File: src/rtl/tnew_pipe_if.sv
// Decode-side inputs and E/M/W stage outputs of the Tnew pipeline.
// stall_cnt is present only when STALL_CNT_EN is defined.
interface tnew_pipe_if;
  logic        stop;
  logic [31:0] instr_D, pc_D;
  logic [4:0]  A3_D;
  logic        RegWr_D;
  logic [1:0]  Tnew_D;

  logic [31:0] instr_E, pc_E, instr_M, pc_M, instr_W, pc_W;
  logic [4:0]  A3_E, A3_M, A3_W;
  logic        RegWr_E, RegWr_M, RegWr_W;
  logic [1:0]  Tnew_E, Tnew_M, Tnew_W;
`ifdef STALL_CNT_EN
  logic [31:0] stall_cnt;
`endif

  modport master (
    output stop, instr_D, pc_D, A3_D, RegWr_D, Tnew_D,
    input  instr_E, pc_E, A3_E, RegWr_E, Tnew_E,
    input  instr_M, pc_M, A3_M, RegWr_M, Tnew_M,
    input  instr_W, pc_W, A3_W, RegWr_W, Tnew_W
`ifdef STALL_CNT_EN
    , input stall_cnt
`endif
  );

  modport slave (
    input  stop, instr_D, pc_D, A3_D, RegWr_D, Tnew_D,
    output instr_E, pc_E, A3_E, RegWr_E, Tnew_E,
    output instr_M, pc_M, A3_M, RegWr_M, Tnew_M,
    output instr_W, pc_W, A3_W, RegWr_W, Tnew_W
`ifdef STALL_CNT_EN
    , output stall_cnt
`endif
  );
endinterface

File: src/rtl/tnew_pipe.sv
// D->E->M->W register banks carrying {instr, pc, A3, RegWr, Tnew} for hazard detection.
// Optional STALL_CNT_EN macro adds a free-running count of stalled cycles.
module tnew_pipe (
  input  logic       clk,
  input  logic       reset,
  tnew_pipe_if.slave bus
);

  typedef struct packed {
    logic [31:0] instr;
    logic [31:0] pc;
    logic [4:0]  a3;
    logic        rw;
    logic [1:0]  tnew;
  } stage_t;

  stage_t r_e, r_m, r_w;
  stage_t w_e_next, w_m_next, w_w_next;

  function automatic logic [1:0] sat_dec(input logic [1:0] t);
    return (t == 2'd0) ? 2'd0 : t - 2'd1;
  endfunction

  always_comb begin
    w_e_next = '0;
    if (!bus.stop) begin
      w_e_next.instr = bus.instr_D;
      w_e_next.pc    = bus.pc_D;
      w_e_next.a3    = bus.A3_D;
      // writes to $0 never produce a result, so they must not look like a hazard
      w_e_next.rw    = bus.RegWr_D & (bus.A3_D != 5'd0);
      w_e_next.tnew  = bus.Tnew_D;
    end
    w_m_next      = r_e;
    w_m_next.tnew = sat_dec(r_e.tnew);
    w_w_next      = r_m;
    w_w_next.tnew = sat_dec(r_m.tnew);
  end

  always_ff @(posedge clk or posedge reset) begin
    if (reset) begin
      r_e <= '0;
      r_m <= '0;
      r_w <= '0;
    end else begin
      r_e <= w_e_next;
      r_m <= w_m_next;
      r_w <= w_w_next;
    end
  end

  assign bus.instr_E = r_e.instr;
  assign bus.pc_E    = r_e.pc;
  assign bus.A3_E    = r_e.a3;
  assign bus.RegWr_E = r_e.rw;
  assign bus.Tnew_E  = r_e.tnew;

  assign bus.instr_M = r_m.instr;
  assign bus.pc_M    = r_m.pc;
  assign bus.A3_M    = r_m.a3;
  assign bus.RegWr_M = r_m.rw;
  assign bus.Tnew_M  = r_m.tnew;

  assign bus.instr_W = r_w.instr;
  assign bus.pc_W    = r_w.pc;
  assign bus.A3_W    = r_w.a3;
  assign bus.RegWr_W = r_w.rw;
  assign bus.Tnew_W  = r_w.tnew;

`ifdef STALL_CNT_EN
  logic [31:0] r_stall_cnt;

  always_ff @(posedge clk or posedge reset) begin
    if (reset)         r_stall_cnt <= '0;
    else if (bus.stop) r_stall_cnt <= r_stall_cnt + 32'd1;
  end

  assign bus.stall_cnt = r_stall_cnt;
`endif

endmodule

File: src/flat_wrapper.sv
// flat-port wrapper written by rule: the top's interface ports become plain ports
module tnew_pipe_flat 
  (clk, reset, bus_stop, bus_instr_D, bus_pc_D, bus_A3_D, bus_RegWr_D, bus_Tnew_D, bus_instr_E, bus_pc_E, bus_A3_E, bus_RegWr_E, bus_Tnew_E, bus_instr_M, bus_pc_M, bus_A3_M, bus_RegWr_M, bus_Tnew_M, bus_instr_W, bus_pc_W, bus_A3_W, bus_RegWr_W, bus_Tnew_W);
  tnew_pipe_if bus_i ();
  input  logic clk;
  input  logic reset;
  input wire logic [$bits(bus_i.stop)-1:0] bus_stop;
  input wire logic [$bits(bus_i.instr_D)-1:0] bus_instr_D;
  input wire logic [$bits(bus_i.pc_D)-1:0] bus_pc_D;
  input wire logic [$bits(bus_i.A3_D)-1:0] bus_A3_D;
  input wire logic [$bits(bus_i.RegWr_D)-1:0] bus_RegWr_D;
  input wire logic [$bits(bus_i.Tnew_D)-1:0] bus_Tnew_D;
  output wire logic [$bits(bus_i.instr_E)-1:0] bus_instr_E;
  output wire logic [$bits(bus_i.pc_E)-1:0] bus_pc_E;
  output wire logic [$bits(bus_i.A3_E)-1:0] bus_A3_E;
  output wire logic [$bits(bus_i.RegWr_E)-1:0] bus_RegWr_E;
  output wire logic [$bits(bus_i.Tnew_E)-1:0] bus_Tnew_E;
  output wire logic [$bits(bus_i.instr_M)-1:0] bus_instr_M;
  output wire logic [$bits(bus_i.pc_M)-1:0] bus_pc_M;
  output wire logic [$bits(bus_i.A3_M)-1:0] bus_A3_M;
  output wire logic [$bits(bus_i.RegWr_M)-1:0] bus_RegWr_M;
  output wire logic [$bits(bus_i.Tnew_M)-1:0] bus_Tnew_M;
  output wire logic [$bits(bus_i.instr_W)-1:0] bus_instr_W;
  output wire logic [$bits(bus_i.pc_W)-1:0] bus_pc_W;
  output wire logic [$bits(bus_i.A3_W)-1:0] bus_A3_W;
  output wire logic [$bits(bus_i.RegWr_W)-1:0] bus_RegWr_W;
  output wire logic [$bits(bus_i.Tnew_W)-1:0] bus_Tnew_W;
  assign bus_i.stop = bus_stop;
  assign bus_i.instr_D = bus_instr_D;
  assign bus_i.pc_D = bus_pc_D;
  assign bus_i.A3_D = bus_A3_D;
  assign bus_i.RegWr_D = bus_RegWr_D;
  assign bus_i.Tnew_D = bus_Tnew_D;
  assign bus_instr_E = bus_i.instr_E;
  assign bus_pc_E = bus_i.pc_E;
  assign bus_A3_E = bus_i.A3_E;
  assign bus_RegWr_E = bus_i.RegWr_E;
  assign bus_Tnew_E = bus_i.Tnew_E;
  assign bus_instr_M = bus_i.instr_M;
  assign bus_pc_M = bus_i.pc_M;
  assign bus_A3_M = bus_i.A3_M;
  assign bus_RegWr_M = bus_i.RegWr_M;
  assign bus_Tnew_M = bus_i.Tnew_M;
  assign bus_instr_W = bus_i.instr_W;
  assign bus_pc_W = bus_i.pc_W;
  assign bus_A3_W = bus_i.A3_W;
  assign bus_RegWr_W = bus_i.RegWr_W;
  assign bus_Tnew_W = bus_i.Tnew_W;
  tnew_pipe u_core (.clk(clk), .reset(reset), .bus(bus_i));
endmodule
File: config.mk
export PLATFORM = sky130hd
export DESIGN_NAME = tnew_pipe_flat
export DESIGN_NICKNAME = d
export VERILOG_FILES = /design/src/rtl/tnew_pipe_if.sv /design/src/rtl/tnew_pipe.sv /design/src/flat_wrapper.sv
export SDC_FILE = /design/constraint.sdc
export NUM_CORES = 1
export LEC_CHECK = 0
export BUFFER_PORTS_ARGS = -buffer_cell sky130_fd_sc_hd__buf_2
export CAP_MARGIN = 40
export CORE_ASPECT_RATIO = 0.6
export CORE_MARGIN = 1
export CORE_UTILIZATION = 35
export CTS_BUF_LIST = sky130_fd_sc_hd__clkbuf_8
export DETAILED_ROUTE_END_ITERATION = 7
export SLEW_MARGIN = 20
export SYNTH_ARGS = -nofsm -noshare
export SYNTH_HDL_FRONTEND = slang
export SYNTH_SLANG_ARGS = --single-unit
File: constraint.sdc
create_clock -name clk -period 9.74 [get_ports clk]
set_clock_uncertainty 0.2 [all_clocks]
set_input_delay 1.461 -clock clk [delete_from_list [all_inputs] [get_ports clk]]
set_output_delay 1.461 -clock clk [all_outputs]
set_load 0.005 [all_outputs]
==> summary.txt <==
Placement
  – IO Port Bufs: 290
  – Post-place instance area: 8100 um2
  – Dpl cells: 864
  – Post-DP HPWL: 9.90 mm
  – Placer Congestion: ~0.80

Synthesis
  – Synth area leader: dfrtp_1
  – Sequential-to-total area share from yosys stat: 0.731
  – Post-synth EDFFs: 0
  – Area contributors post-synth: dfrtp_1 (73%), buf_4 (14%), nor2b_2 (5.3%)
  – Synthesized area: between 7000 and 8000 um2
  – Avg Cell Area, Syn: 16.7 um2
  – Synthesized flop and latch total: 216
  – Yosys Warn Count: 0
  – Asr flop ratio synth: 1.00
  – Count leader, synth: dfrtp_1
  – Top-area cell type share of the netlist area: 0.731
  – Cells after Synth: 442
  – Top cells by count, synth: dfrtp_1 (216), buf_4 (138), nor2b_2 (45)
  – Net Count, Synth: ~520
  – Primary FF master, synth: dfrtp_1
  – Synth cell types: 13

Routing
  – DRT Pass-1 Iters: 4
  – Drt drc: 0
  – Post-route antenna net violation count: 0
  – Routed WL: 13.6 mm
  – Via count: ~3600
  – Vias/cell: between 3 and 4
  – Routed WL per cell: 14.8 um
  – DR iter-0 viols: between 70 and 80

Critical path
  – Crit-path max FO: 2
  – Crit path max-delay family: flip-flops
  – Critical path's slowest cell: dfrtp_1
  – Critical path arrival: 1080 ps
  – Worst path max stage delay: around 400 ps
  – Crit path launch type: flip-flop
  – Cell Chain, Critical Path: buf_2
  – Critical Path Sink Type: output port
  – Critical path buffers and inverters: 1
  – Setup CP Type: flip-flop to output port
  – Worst Path Required: 8080 ps

Die
  – Boundary Pins: 291
  – Core Area: 20300 um2
  – Die area: between 20000 and 25000 um2
  – # rows: 40
  – Chip width: roughly 190 um
  – Die H: 115 um
  – Initial Util: 0.364

Global route
  – Initial antenna violation count: 0
  – Tot GR Track Use: 0.122
  – Largest net degree at the start of global routing: just under 90
  – Vias in the first global route: 3797
  – First-pass GRT wire length: 20.5 mm
  – GRT Residual Overflow: 0

Clock tree
  – Maximum clock insertion buffer count: 3
  – Reg clk slew, reported paths: 70 ps
  – CTS tree: yes
  – CTS buffer count: 31
  – Post_cts resized: 0
  – Post-CTS setup buffer count: 0
  – Hold-fix buffers, CTS: 0
  – H-tree levels: 1
  – Clock root buffer: clkbuf_8
  – CTS sink count: ~220
  – Worst-Skew Late Latency: 540 ps

STA
  – Fin. Hold Viols: 0
  – Rel. slew slack: 0.658
  – Minimum clock period: 2740 ps
  – Setup_tns: 0 ps
  – Slew @ Worst Pin: slightly above 500 ps
  – Final setup violating endpoints: 0
  – Maximum achievable frequency: 0.365 GHz
  – Final Max Slew Viols: 0
  – Unrepaired setup endpoints after global routing: false
  – Fin crit share: 0.281

Power
  – Power density over the cells: 205 nW/um2
  – Final Power: around 1800 uW
  – Maximum VDD drop: 0.130 mV
  – Leakage: approximately 0.0049 uW

Layout
  – Core Util, Final: 0.430
  – ANT cells: 0
  – Multi-input gate area: 793 um2
  – # nets final: 699
  – Fill count: 1844
  – Layout area overhead: 18.1%
  – Non-filler instance count after layout: 919
  – Final cell area excluding filler cells: ~8700 um2
  – FF+latch area: 5410 um2
  – Fraction of layout cells with a size suffix above 1: 0.639

Status
  – Status: completed

Hold path
  – Hold Path Class: flip-flop to flip-flop

Flow run
  – Max cap viols: 0
[cell usage in the layout (no fill, tap or decap), drive strengths merged]
master  synthesis  routed
nand2b          1       1
a21oi           1       1
nor3            1       1
nor2b          73      73
and2            2       2
clkinv          0       6
nor2            1       1
bufinv          0       1
dfrtp         216     216
inv             1      10
clkbuf          0      39
buf           146     295
[worst paths after layout]
path | start | end | slack, ps | cells past startpoint
max reg2reg | u_core.bus.Tnew_E[0] | u_core.bus.Tnew_M[1] | 8880 | 1
max in group asynchronous | reset | u_core.bus.instr_M[31] | 7550 | 4
min | u_core.bus.instr_E[29] | u_core.bus.instr_M[29] | 170 | 0
max | u_core.bus.instr_E[28] | bus_instr_E[28] | 7000 | 1
min reg2reg | u_core.bus.instr_E[29] | u_core.bus.instr_M[29] | 170 | 0
min in group asynchronous | reset | u_core.bus.instr_M[3] | 700 | 2
[metal layers]
metal  part of all wire  wire (um)  vias up  global-route usage
met1               0.42       5760     1778               0.160
met4              0.017        226        0              0.0344
li1                   -          -     1591                   -
met5                  0          0        -                   0
met3               0.12       1580       18              0.0573
met2               0.45       6090      195               0.179
[kinds of logic (layout without fill, tap and decap cells)]
| family | after synthesis | count (layout) | synth area share |
|---|---|---|---|
| compound gates | 1 | 1 | 0.00119 |
| buf+inv | 147 | 351 | 0.161 |
| flops | 216 | 216 | 0.731 |
| simple gates | 78 | 78 | 0.106 |
[flip-flops by register name (all words and copies together), names as in the netlist]
register            count
u_core.bus.Tnew_M       2
u_core.bus.RegWr_M      1
u_core.bus.A3_E         5
u_core.bus.pc_W        32
u_core.bus.RegWr_W      1
u_core.bus.instr_E     32
u_core.bus.A3_W         5
u_core.bus.pc_M        32
u_core.bus.pc_E        32
u_core.bus.instr_W     32
u_core.bus.RegWr_E      1
u_core.bus.Tnew_E       2
u_core.bus.A3_M         5
u_core.bus.instr_M     32
u_core.bus.Tnew_W       2
[final cells by class]
| cell class | count | share of cell area |
|---|---|---|
| clock buffer | 39 | 0.0615 |
| multi-input combinational | 79 | 0.0909 |
| clock inverter | 16 | 0.0112 |
| timing repair buffer | 295 | 0.177 |
| inverter | 1 | 0.00129 |
| tap | 273 | 0.0391 |
| sequential | 216 | 0.619 |
[metrics by stage]
step | worst slack, ps | hold slack (ps)
after floorplan | 2170 | 155
after global placement | 6240 | 153
after detailed placement | 6480 | 154
after CTS | 6920 | 160
after global routing | 6910 | 168
final | 7000 | 166
[power breakdown]
group / internal [uW] / switching [uW] / leakage, uW / total [uW]
Sequential: 943 / 20.2 / 0.00279 / 963
Combinational: 59.6 / 59.4 / 0.00172 / 119
Clock: 386 / 321 / 0.000366 / 707
Note: power is estimated with default switching activity, not from simulation.
